File: src/rtl/path_replay_tracker.sv
// Replays a stream of 2-bit moves from the start cell, tracking position and move count,
// flagging out-of-grid steps and count overflow. Optional revisit check: PATH_LOOP_CHECK_EN.
module path_replay_tracker #(
    parameter int COORD_W = 4,
    parameter int CNT_W   = 9,
    parameter int START_X = 0,
    parameter int START_Y = 0,
    parameter int GOAL_X  = 15,
    parameter int GOAL_Y  = 15
) (
    input  logic               clk,
    input  logic               rst,
    input  logic               start,
    input  logic               dir_valid,
    input  logic [1:0]         dir_in,
    input  logic               path_end,
    output logic               dir_ready,
    output logic [COORD_W-1:0] pos_x,
    output logic [COORD_W-1:0] pos_y,
    output logic [CNT_W-1:0]   move_count,
    output logic               busy,
    output logic               done,
    output logic               success,
    output logic               error,
    output logic [1:0]         err_code
);

    typedef enum logic [1:0] {
        ST_IDLE = 2'd0,
        ST_RUN  = 2'd1,
        ST_DONE = 2'd2,
        ST_ERR  = 2'd3
    } state_t;

    localparam logic [COORD_W-1:0] START_X_C = COORD_W'(START_X);
    localparam logic [COORD_W-1:0] START_Y_C = COORD_W'(START_Y);
    localparam logic [COORD_W-1:0] GOAL_X_C  = COORD_W'(GOAL_X);
    localparam logic [COORD_W-1:0] GOAL_Y_C  = COORD_W'(GOAL_Y);
    localparam logic [COORD_W-1:0] COORD_MAX = {COORD_W{1'b1}};
    localparam logic [COORD_W-1:0] COORD_ONE = COORD_W'(1);
    localparam logic [CNT_W-1:0]   CNT_MAX   = {CNT_W{1'b1}};
    localparam logic [CNT_W-1:0]   CNT_ONE   = CNT_W'(1);

    state_t               state_r, state_s;
    logic [COORD_W-1:0]   pos_x_r, pos_x_s, pos_y_r, pos_y_s;
    logic [COORD_W-1:0]   tgt_x_s, tgt_y_s;
    logic [CNT_W-1:0]     cnt_r, cnt_s;
    logic                 success_r, success_s;
    logic [1:0]           err_code_r, err_code_s;
    logic                 oob_s;
    logic                 revisit_s;

    // Target cell of the presented move and whether it would leave the grid
    always_comb begin
        tgt_x_s = pos_x_r;
        tgt_y_s = pos_y_r;
        oob_s   = 1'b0;
        case (dir_in)
            2'b00: begin
                oob_s   = (pos_x_r == COORD_MAX);
                tgt_x_s = pos_x_r + COORD_ONE;
            end
            2'b01: begin
                oob_s   = (pos_y_r == '0);
                tgt_y_s = pos_y_r - COORD_ONE;
            end
            2'b10: begin
                oob_s   = (pos_x_r == '0);
                tgt_x_s = pos_x_r - COORD_ONE;
            end
            2'b11: begin
                oob_s   = (pos_y_r == COORD_MAX);
                tgt_y_s = pos_y_r + COORD_ONE;
            end
            default: begin
                oob_s   = 1'b1;
                tgt_x_s = pos_x_r;
                tgt_y_s = pos_y_r;
            end
        endcase
    end

`ifdef PATH_LOOP_CHECK_EN
    localparam int VIS_W = 1 << (2 * COORD_W);

    logic [VIS_W-1:0] visited_r;
    logic             enter_run_s;
    logic             move_ok_s;

    assign enter_run_s = (state_r != ST_RUN) && start;
    assign move_ok_s   = (state_r == ST_RUN) && dir_valid && !oob_s
                         && (cnt_r != CNT_MAX) && !revisit_s;
    assign revisit_s   = visited_r[{tgt_y_s, tgt_x_s}];

    // Visited-cell bitmap: start cell seeded on replay entry, targets marked on legal moves
    always_ff @(posedge clk) begin
        if (rst) begin
            visited_r <= '0;
        end else if (enter_run_s) begin
            visited_r                       <= '0;
            visited_r[{START_Y_C, START_X_C}] <= 1'b1;
        end else if (move_ok_s) begin
            visited_r[{tgt_y_s, tgt_x_s}] <= 1'b1;
        end else begin
            visited_r <= visited_r;
        end
    end
`else
    assign revisit_s = 1'b0;
`endif

    // Next state and datapath; an illegal move always wins over a simultaneous path_end
    always_comb begin
        state_s    = state_r;
        pos_x_s    = pos_x_r;
        pos_y_s    = pos_y_r;
        cnt_s      = cnt_r;
        success_s  = success_r;
        err_code_s = err_code_r;
        case (state_r)
            ST_RUN: begin
                if (dir_valid) begin
                    if (oob_s) begin
                        state_s    = ST_ERR;
                        err_code_s = 2'b01;
                    end else if (cnt_r == CNT_MAX) begin
                        state_s    = ST_ERR;
                        err_code_s = 2'b10;
                    end else if (revisit_s) begin
                        state_s    = ST_ERR;
                        err_code_s = 2'b11;
                    end else begin
                        pos_x_s = tgt_x_s;
                        pos_y_s = tgt_y_s;
                        cnt_s   = cnt_r + CNT_ONE;
                        if (path_end) begin
                            state_s   = ST_DONE;
                            success_s = (tgt_x_s == GOAL_X_C) && (tgt_y_s == GOAL_Y_C);
                        end else begin
                            state_s = ST_RUN;
                        end
                    end
                end else if (path_end) begin
                    state_s   = ST_DONE;
                    success_s = (pos_x_r == GOAL_X_C) && (pos_y_r == GOAL_Y_C);
                end else begin
                    state_s = ST_RUN;
                end
            end
            ST_IDLE, ST_DONE, ST_ERR: begin
                if (start) begin
                    state_s    = ST_RUN;
                    pos_x_s    = START_X_C;
                    pos_y_s    = START_Y_C;
                    cnt_s      = '0;
                    success_s  = 1'b0;
                    err_code_s = 2'b00;
                end else begin
                    state_s = state_r;
                end
            end
            default: begin
                state_s = ST_IDLE;
            end
        endcase
    end

    // State and datapath registers
    always_ff @(posedge clk) begin
        if (rst) begin
            state_r    <= ST_IDLE;
            pos_x_r    <= START_X_C;
            pos_y_r    <= START_Y_C;
            cnt_r      <= '0;
            success_r  <= 1'b0;
            err_code_r <= 2'b00;
        end else begin
            state_r    <= state_s;
            pos_x_r    <= pos_x_s;
            pos_y_r    <= pos_y_s;
            cnt_r      <= cnt_s;
            success_r  <= success_s;
            err_code_r <= err_code_s;
        end
    end

    assign pos_x      = pos_x_r;
    assign pos_y      = pos_y_r;
    assign move_count = cnt_r;
    assign success    = success_r;
    assign err_code   = err_code_r;
    assign dir_ready  = (state_r == ST_RUN);
    assign busy       = (state_r == ST_RUN);
    assign done       = (state_r == ST_DONE);
    assign error      = (state_r == ST_ERR);

endmodule

File: config.mk
export PLATFORM = sky130hd
export DESIGN_NAME = path_replay_tracker
export DESIGN_NICKNAME = d
export VERILOG_FILES = /design/src/rtl/path_replay_tracker.sv
export SDC_FILE = /design/constraint.sdc
export NUM_CORES = 1
export LEC_CHECK = 0
export CAP_MARGIN = 15
export CORE_AREA = 2 2 63 65
export DETAILED_ROUTE_END_ITERATION = 10
export DIE_AREA = 0 0 65 67
export GPL_ROUTABILITY_DRIVEN = 1
export PLACE_DENSITY = 0.66
export RECOVER_POWER = 50
export SLEW_MARGIN = 10
export SYNTH_ARGS = -nofsm -noshare
export SYNTH_HDL_FRONTEND = slang
export SYNTH_SLANG_ARGS = --single-unit
File: constraint.sdc
create_clock -name clk -period 4.9 [get_ports clk]
set_clock_uncertainty 0.2 [all_clocks]
set_input_delay 1.225 -clock clk [delete_from_list [all_inputs] [get_ports clk]]
set_output_delay 1.225 -clock clk [all_outputs]
set_load 0.02 [all_outputs]
-- Yosys cells after proc, flatten, opt, wreduce, memory -nomap -nowiden
Cells that the tools add are included.
- register bits after elaboration: 22
- output and inout port bits: 24
- $add $sub $neg: 5
- eq/ne operators: 20
- muxes and demuxes: 35
- reductions and logical operators: 10
- operators by type and width (operator ; number):
    $mux 9 ; 4
    $pmux 4 s2 ; 4
    $mux 4 ; 7
    $mux 2 ; 9
    $pmux 9 s2 ; 1
    $eq 4x4->1 const B ; 4
    $add 9x1->9 const B ; 1
    $eq 9x9->1 const B ; 1
    $ne 3x3->1 const B ; 3
    $add 4x1->4 const B ; 2
    $eq 2x2->1 const B ; 4
    $logic_not 4->1 ; 2
    $ne 2x2->1 const B ; 4
    $pmux 2 s2 ; 2
    $sub 4x1->4 const B ; 2
    $mux 1 ; 6
    $reduce_and 5->1 ; 1
    $eq 2x1->1 const B ; 2
    $logic_not 2->1 ; 2
    $ne 4x2->1 const B ; 1
    $pmux 1 s4 ; 1
    $reduce_and 4->1 ; 1
    $ne 3x1->1 const B ; 1
    $reduce_and 3->1 ; 1
    other kinds (3) ; 4

-- Logic depth before layout (Yosys ltp)
Gate-level depths: netlist (run 1).
- word-level depth: 9
- mapped depth: 10

-- Least setup slack after synthesis (run 1)
No wires, ideal clock.
- path type: input to register
- from: in dir_in[1]
- to: reg success_r (netlist: success)
- library setup time: 0.091 ns
- arrival time: 3.025 ns
- data required time: 4.609 ns
- slack: 1.584 ns
- stages on the path: 8
- cells stage by stage: buf_6 nand2_1 ha_1 a21oi_1 a2111oi_0 a211oi_1 or4_1 a311oi_1
- longest elaborated chain between the ends: 9
- elaborated cells on any way between the ends: 18
- classes of those cells: eq/ne: 7; mux: 8; reduce/logical: 3
- ends and longest elaborated chain (what ; RTL line ; text):
    start: declaration ; 15 ; input logic [1:0] dir_in,
    $eq 2x2->1, or another cell as far along ; 58 ; case (dir_in)
    $pmux 4 s2 ; 58 ;
    $eq 4x4->1 ; 138 ; success_s = (tgt_x_s == GOAL_X_C) && (tgt_y_s == GOAL_Y_C);
    $logic_and 1x1->1 ; 138 ;
    $mux 1 ; 136 ; if (path_end) begin
    $mux 1 ; 126 ; end else if (cnt_r == CNT_MAX) begin
    $mux 1 ; 123 ; if (oob_s) begin
    $mux 1 ; 122 ; if (dir_valid) begin
    $pmux 1 s2 ; 120 ; case (state_r)
    end signal: assignment ; 182 ; success_r <= success_s;
    end: declaration ; 48 ; logic success_r, success_s;
Several ways; a longest one is shown, not always the timed one. The select of a mux whose other input is x is not followed.
A chain may end at the register's enable or synchronous reset.

-- Worst setup path in the final report (run 1)
- from: in dir_in[0]
- to: reg success_r (netlist: success)
Same word-level chain as after synthesis.

==> run_results.csv, run 1 <==
group,metric,value,unit
setup_path,r2r.worst_path.cells,9,
clock_tree,cts_sinks,22,
worst_hold_path,hold_depth,1,
finish,regArea,440,sq um
finish,final_common_cell,"dlygate4sd3_1",
power,p_per_area,240,nW/um^2
yosys,syn_avg_cell_area,8.05,sq um
timing,rsz0062_at_grt,"no",
clock_tree,cts-resized-gates,0,
clock_tree,cts_tree,"built",
power,power_frac_clock,0.396,
power,vdd_ir_drop_max,0.145,mV
floorplan,die_w,65,um
finish,multi_input_area,887,sq um
setup_path,end_kind,"flip-flop",
clock_tree,clockRootBuffer,"clkbuf_8",
grt,grt_pass1_wl,6.08,mm
power,power.leakage,0.700,nW
yosys,ys_ff_latch,22,
clock_tree,cts_setup_buffers,0,
clock_tree,clock_path_buffers,2,
drt,drt_pass1_iterations,6,
finish,mostFrequentLayoutCells,"23 x dlygate4sd3_1, 22 x dfxtp_1, 17 x a21oi_1",
grt,antenna_found_initial,0,
finish,nFillCells,336,
setup_path,startpoint_type,"input pin",
placed_design,numPortBuffers,30,
worst_hold_path,holdPathEnd,"err_code[1]",
yosys,yosysWarnings,0,
yosys,synth_edf_count,0,
floorplan,core_area,3610,sq um
finish,drive_gt1_frac,0.0493,
drt,avgRoutedWirePerCell,14.1,um
floorplan,die_h,67,um
drt,num_vias,1453,
setup_path,worstReg2RegEnd,"move_count[7]",
yosys,yosys_most_used_dff,"dfxtp_1",
yosys,syn_area,1410,sq um
setup_path,crit_buf_inv,1,
drt,final_antenna_net_count,0,
grt,grt_pass1_vias,1346,
power,combPwrFrac,0.168,
yosys,netlist_instances,175,
worst_hold_path,hold_class,"flip-flop to flip-flop",
clock_tree,holdBufCountCts,0,
yosys,synth_cell_types,46,
placed_design,gp_congestion,0.847,
setup_path,worstPathCellList,"clkdlybuf4s50_1 -> nand2_1 -> ha_1 -> nand3_1 -> a2111oi_0 -> a211oi_1 -> or4_1 -> a311oi_1",
timing,hold_viol,0,
clock_tree,h-tree-depth,1,
setup_path,slowest_delay,0.76,ns
run_status,status,"completed",
finish,area_delta_synth_final,27.8,%
setup_path,crit_required,4.86,ns
power,seq_power_share,0.436,
timing,max_freq,0.250,GHz
timing,finalSetupTns,0,ns
grt,grt_usage,0.173,
grt,grt_max_degree,21,
clock_tree,clkTransAtPathRegs,0.09,ns
timing,fin_crit,4.01,ns
drt,drt-initial-drc-count,104,
timing,worst_slew_pin_slew,1.00,ns
floorplan,start_util,0.391,
timing,setup_viol,0,
clock_tree,cts_made_buffers,3,
drt,viasPerCell,5.79,
setup_path,arrival,3.97,ns
setup_path,cp_top_family,"simple AND/OR/NAND/NOR gates",
timing,slew_headroom,0.332,
floorplan,ios,31,
setup_path,crit_fanout,15,
power,power_switching,111,uW
yosys,syn-num-nets,188,
drt,drt_wl_total,3.54,mm
floorplan,die_area,4360,sq um
grt,grt_overflow_total,0,
setup_path,critPathKind,"input pin to flip-flop",
power,p_int,321,uW
placed_design,dp_hpwl,2.58,mm
setup_path,ff2ff_setup_slack,1.89,ns
floorplan,fp-row-count,22,
timing,period_share,0.818,
worst_hold_path,hp-start,"err_code[1]",
yosys,yosysSeqAreaShare,0.313,
timing,drv_slew,0,
finish,diodes,0,
power,p_total,432,uW
run,max_cap_violations,0,
drt,drc,0,
finish,nNetsFinal,217,
yosys,synthArstFlopShare,0,
power,swShare,0.256,
setup_path,timing.rr.start,"move_count[2]",
setup_path,slowest_stage,"clkdlybuf4s50_1",
clock_tree,clk_latency,0.26,ns
==> layer usage <==
layer,share of wire,up-vias,GRT usage
met5,0,-,0
met4,0.0096,0,0.0372
met3,0.044,6,0.0236
met2,0.46,40,0.294
met1,0.48,695,0.233
li1,-,712,-
==> cell type report <==
| class | instances | share of cell area |
|---|---|---|
| Clock buffer | 3 | 0.0229 |
| Tap cell | 48 | 0.0334 |
| Inverter | 9 | 0.0188 |
| Multi-Input combinational cell | 137 | 0.493 |
| Sequential cell | 22 | 0.245 |
| Timing Repair Buffer | 31 | 0.171 |
| Clock inverter | 1 | 0.0167 |
==> power groups by stage <==
stage,sequential [mW],combinational (mW),clock (mW)
5_1_grt,0.189,0.0800,0.183
3_5_place_dp,0.192,0.0729,0
3_3_place_gp,0.192,0.0722,0
6_report,0.188,0.0724,0.171
2_1_floorplan,0.194,0.0470,0
4_1_cts,0.188,0.0736,0.174
==> flip-flops by register name, indices dropped and copies added (netlist names) <==
name	count
err_code	2
move_count	9
pos_x	4
pos_y	4
state_r	2
success	1
==> synthesized netlist by cell type, types with 2 or more instances <==
cell type	instances	area [sq um]
and4_1	3	26.3
nand3b_1	3	22.5
nor4b_1	3	26.3
inv_1	8	30.0
nand2_1	11	41.3
or3_1	7	43.8
ha_1	5	62.6
nand2b_1	3	18.8
buf_6	2	22.5
a311oi_1	2	17.5
o21ai_0	10	50.1
nor2_1	14	52.6
clkbuf_1	2	7.51
and3_1	3	18.8
o21ai_1	2	10.0
xor2_1	2	17.5
or4_1	3	22.5
nand4b_1	3	26.3
xnor2_1	2	17.5
nand3_1	14	70.1
mux2i_1	2	20.0
o22ai_1	2	12.5
buf_2	2	10.0
dfxtp_1	22	440
a31oi_1	2	12.5
o32ai_1	2	17.5
a211oi_1	3	22.5
a21oi_1	17	85.1
and2_1	3	18.8
mux2_2	2	22.5
==> metrics by stage <==
step | hold slack, ns | utilization | worst slack (ns) | cell area, sq um | instances
6_report | 0.300 | 0.499 | 0.894 | 1800 | 251
5_1_grt | 0.341 | 0.499 | 0.694 | 1800 | 251
4_1_cts | 0.311 | 0.499 | 0.925 | 1800 | 251
3_3_place_gp | 0.272 | 0.480 | 0.760 | 1730 | 247
3_5_place_dp | 0.292 | 0.480 | 0.672 | 1730 | 247
2_1_floorplan | 0.290 | - | 1.58 | 1410 | 175
==> worst max path at each step <==
stage	slack, ns	cells after the start	startpoint	end
5_1_grt	0.69	8	dir_in[0]	success
6_report	0.89	8	dir_in[0]	success
4_1_cts	0.93	8	dir_in[0]	success
2_1_floorplan	1.58	8	dir_in[1]	success
3_3_place_gp	0.76	8	dir_in[0]	success
3_5_place_dp	0.67	8	dir_in[0]	success
==> kinds of logic (layout without fill, tap and decap cells) <==
group / count (synthesis) / count (layout) / synth area share
flip-flops: 22 / 22 / 0.313
XOR/XNOR: 4 / 4 / 0.0249
AND/OR/NAND/NOR: 75 / 75 / 0.305
multiplexers: 4 / 4 / 0.0302
buffers and inverters: 16 / 44 / 0.0577
AO/OA/AOI/OAI: 48 / 48 / 0.211
adder cells (fa/ha/maj): 6 / 6 / 0.0586
No activity file was read; power rests on OpenSTA's default activity.
==> run 2, diff against run 1 <==
- PLACE_DENSITY: 0.66 -> 0.68
- clock period: 4.9 -> 3.66 ns (I/O delays scaled with it)
==> run 2 against run 1 <==
Core utilization rose by 1.0 points. Largest power group unchanged. Worst setup slack got worse by 0.57 ns. Register-to-register slack got worse by 1.1 ns. First-iteration DRC count rose by 31%. Die area did not move. Cell count rose by 2.0%. Count of clock-buffer cells in the layout did not move. Via count fell by 1.3%. Total power rose by 36%. Final area rose by 2.1%. Combinational power rose by 41%.
==> run_results.csv, run 2 (synthesis gave the netlist of run 1 again) <==
group,metric,value,unit
drt,drt_pass1_iterations,4,
floorplan,start_util,0.391,
worst_hold_path,hold_class,"flip-flop to flip-flop",
clock_tree,cts_setup_buffers,0,
timing,finalSetupTns,0,ns
drt,num_vias,1434,
finish,mostFrequentLayoutCells,"23 x dlygate4sd3_1, 22 x dfxtp_1, 17 x a21oi_1",
finish,nFillCells,369,
finish,area_delta_synth_final,30.5,%
clock_tree,cts-resized-gates,0,
placed_design,gp_congestion,0.887,
power,power.leakage,0.723,nW
drt,drc,0,
drt,drt_wl_total,3.52,mm
finish,final_common_cell,"dlygate4sd3_1",
finish,multi_input_area,887,sq um
timing,fin_crit,3.33,ns
run,max_cap_violations,0,
grt,grt_usage,0.176,
drt,final_antenna_net_count,0,
setup_path,startpoint_type,"input pin",
setup_path,crit_required,3.63,ns
setup_path,end_kind,"flip-flop",
setup_path,crit_fanout,10,
finish,regArea,440,sq um
floorplan,ios,31,
grt,grt_overflow_total,0,
timing,setup_viol,0,
finish,largest_reg_flops,9,
floorplan,die_h,67,um
timing,hold_viol,0,
setup_path,slowest_stage,"clkdlybuf4s50_1",
clock_tree,cts_made_buffers,3,
grt,antenna_found_initial,0,
placed_design,dp_hpwl,2.56,mm
power,p_per_area,319,nW/um^2
drt,highest_layer,"met4",
drt,wl_met1,1.78,mm
floorplan,core_area,3610,sq um
drt,avgRoutedWirePerCell,13.7,um
clock_tree,h-tree-depth,1,
floorplan,fp-row-count,22,
timing,max_freq,0.300,GHz
timing,worst_slew_pin_slew,0.689,ns
drt,viasPerCell,5.60,
clock_tree,clock_path_buffers,2,
placed_design,numPortBuffers,30,
drt,dr_wl_met2,1.53,mm
finish,diodes,0,
timing,slew_headroom,0.539,
finish,nNetsFinal,222,
clock_tree,cts_sinks,22,
drt,met3WireLength,159,um
clock_tree,clockRootBuffer,"clkbuf_8",
grt,grt_max_degree,21,
grt,grt_pass1_wl,6.00,mm
finish,post-route-util,0.510,
timing,drv_slew,0,
clock_tree,holdBufCountCts,0,
setup_path,worstPathCellList,"clkdlybuf4s50_1 -> buf_4 -> nand2_1 -> xnor2_1 -> ha_1 -> nor4b_1 -> a31oi_1 -> xor2_1 -> or4_1 -> a311oi_1",
clock_tree,clk_latency,0.26,ns
power,vdd_ir_drop_max,0.163,mV
timing,rsz0062_at_grt,"no",
clock_tree,cts_tree,"built",
grt,grt_pass1_vias,1275,
setup_path,crit_buf_inv,2,
finish,drive_gt1_frac,0.0721,
setup_path,arrival,3.30,ns
floorplan,die_w,65,um
setup_path,critPathKind,"input pin to flip-flop",
run_status,status,"completed",
setup_path,slowest_delay,0.50,ns
clock_tree,clkTransAtPathRegs,0.09,ns
timing,period_share,0.911,
setup_path,cp_top_family,"simple AND/OR/NAND/NOR gates",
drt,drt-initial-drc-count,136,
floorplan,die_area,4360,sq um
## run 2: changes by cell type in the layout (fill, tap and decap cells not counted)
cell	previous run	this run
buf_4	1	6
## run 2: worst paths after layout
kind | slack, ns | endpoint | cells after the start | from
setup / recovery | 0.33 | success | 10 | dir_in[1]
hold / removal | 0.29 | err_code[1] | 1 | err_code[1]
setup reg to reg | 0.78 | move_count[6] | 10 | move_count[0]
hold reg to reg | 0.29 | err_code[1] | 1 | err_code[1]
## run 2: cell type report
type | instances | share of cell area
Clock inverter | 1 | 0.0163
Inverter | 9 | 0.0184
Sequential cell | 22 | 0.240
Tap cell | 48 | 0.0327
Clock buffer | 3 | 0.0225
Timing Repair Buffer | 36 | 0.188
Multi-Input combinational cell | 137 | 0.483
## run 2: stage by stage
stage / cell area, sq um / std cells / total power, mW / hold slack, ns / setup WS [ns]
3_3_place_gp: 1770 / 252 / 0.361 / 0.279 / 0.121
6_report: 1840 / 256 / 0.586 / 0.291 / 0.326
5_1_grt: 1840 / 256 / 0.611 / 0.306 / 0.143
2_1_floorplan: 1410 / 175 / 0.323 / 0.290 / 0.654
4_1_cts: 1840 / 256 / 0.593 / 0.305 / 0.317
3_5_place_dp: 1770 / 252 / 0.361 / 0.276 / 0.0559
## run 2: worst register-to-register path, delay by kind of cell, from the launching register on
family | cells | cell delay [ns]
buf+inv | 1 | 0.20
fa+ha+maj | 2 | 0.51
simple gates | 4 | 0.95
compound gates | 3 | 0.58
flops | 1 | 0.38
## run 2: power breakdown
part,leakage [nW],total (mW),switching [mW],internal [mW]
Combinational,0.509,0.102,0.0581,0.0437
Sequential,0.178,0.252,0.00738,0.245
Clock,0.0357,0.232,0.0858,0.146
Total,0.723,0.586,0.151,0.434
## run 2: layer usage
layer | up-vias | track usage
li1 | 722 | -
met1 | 663 | 0.252
met2 | 45 | 0.271
met3 | 4 | 0.0270
met4 | 0 | 0.0505
met5 | - | 0
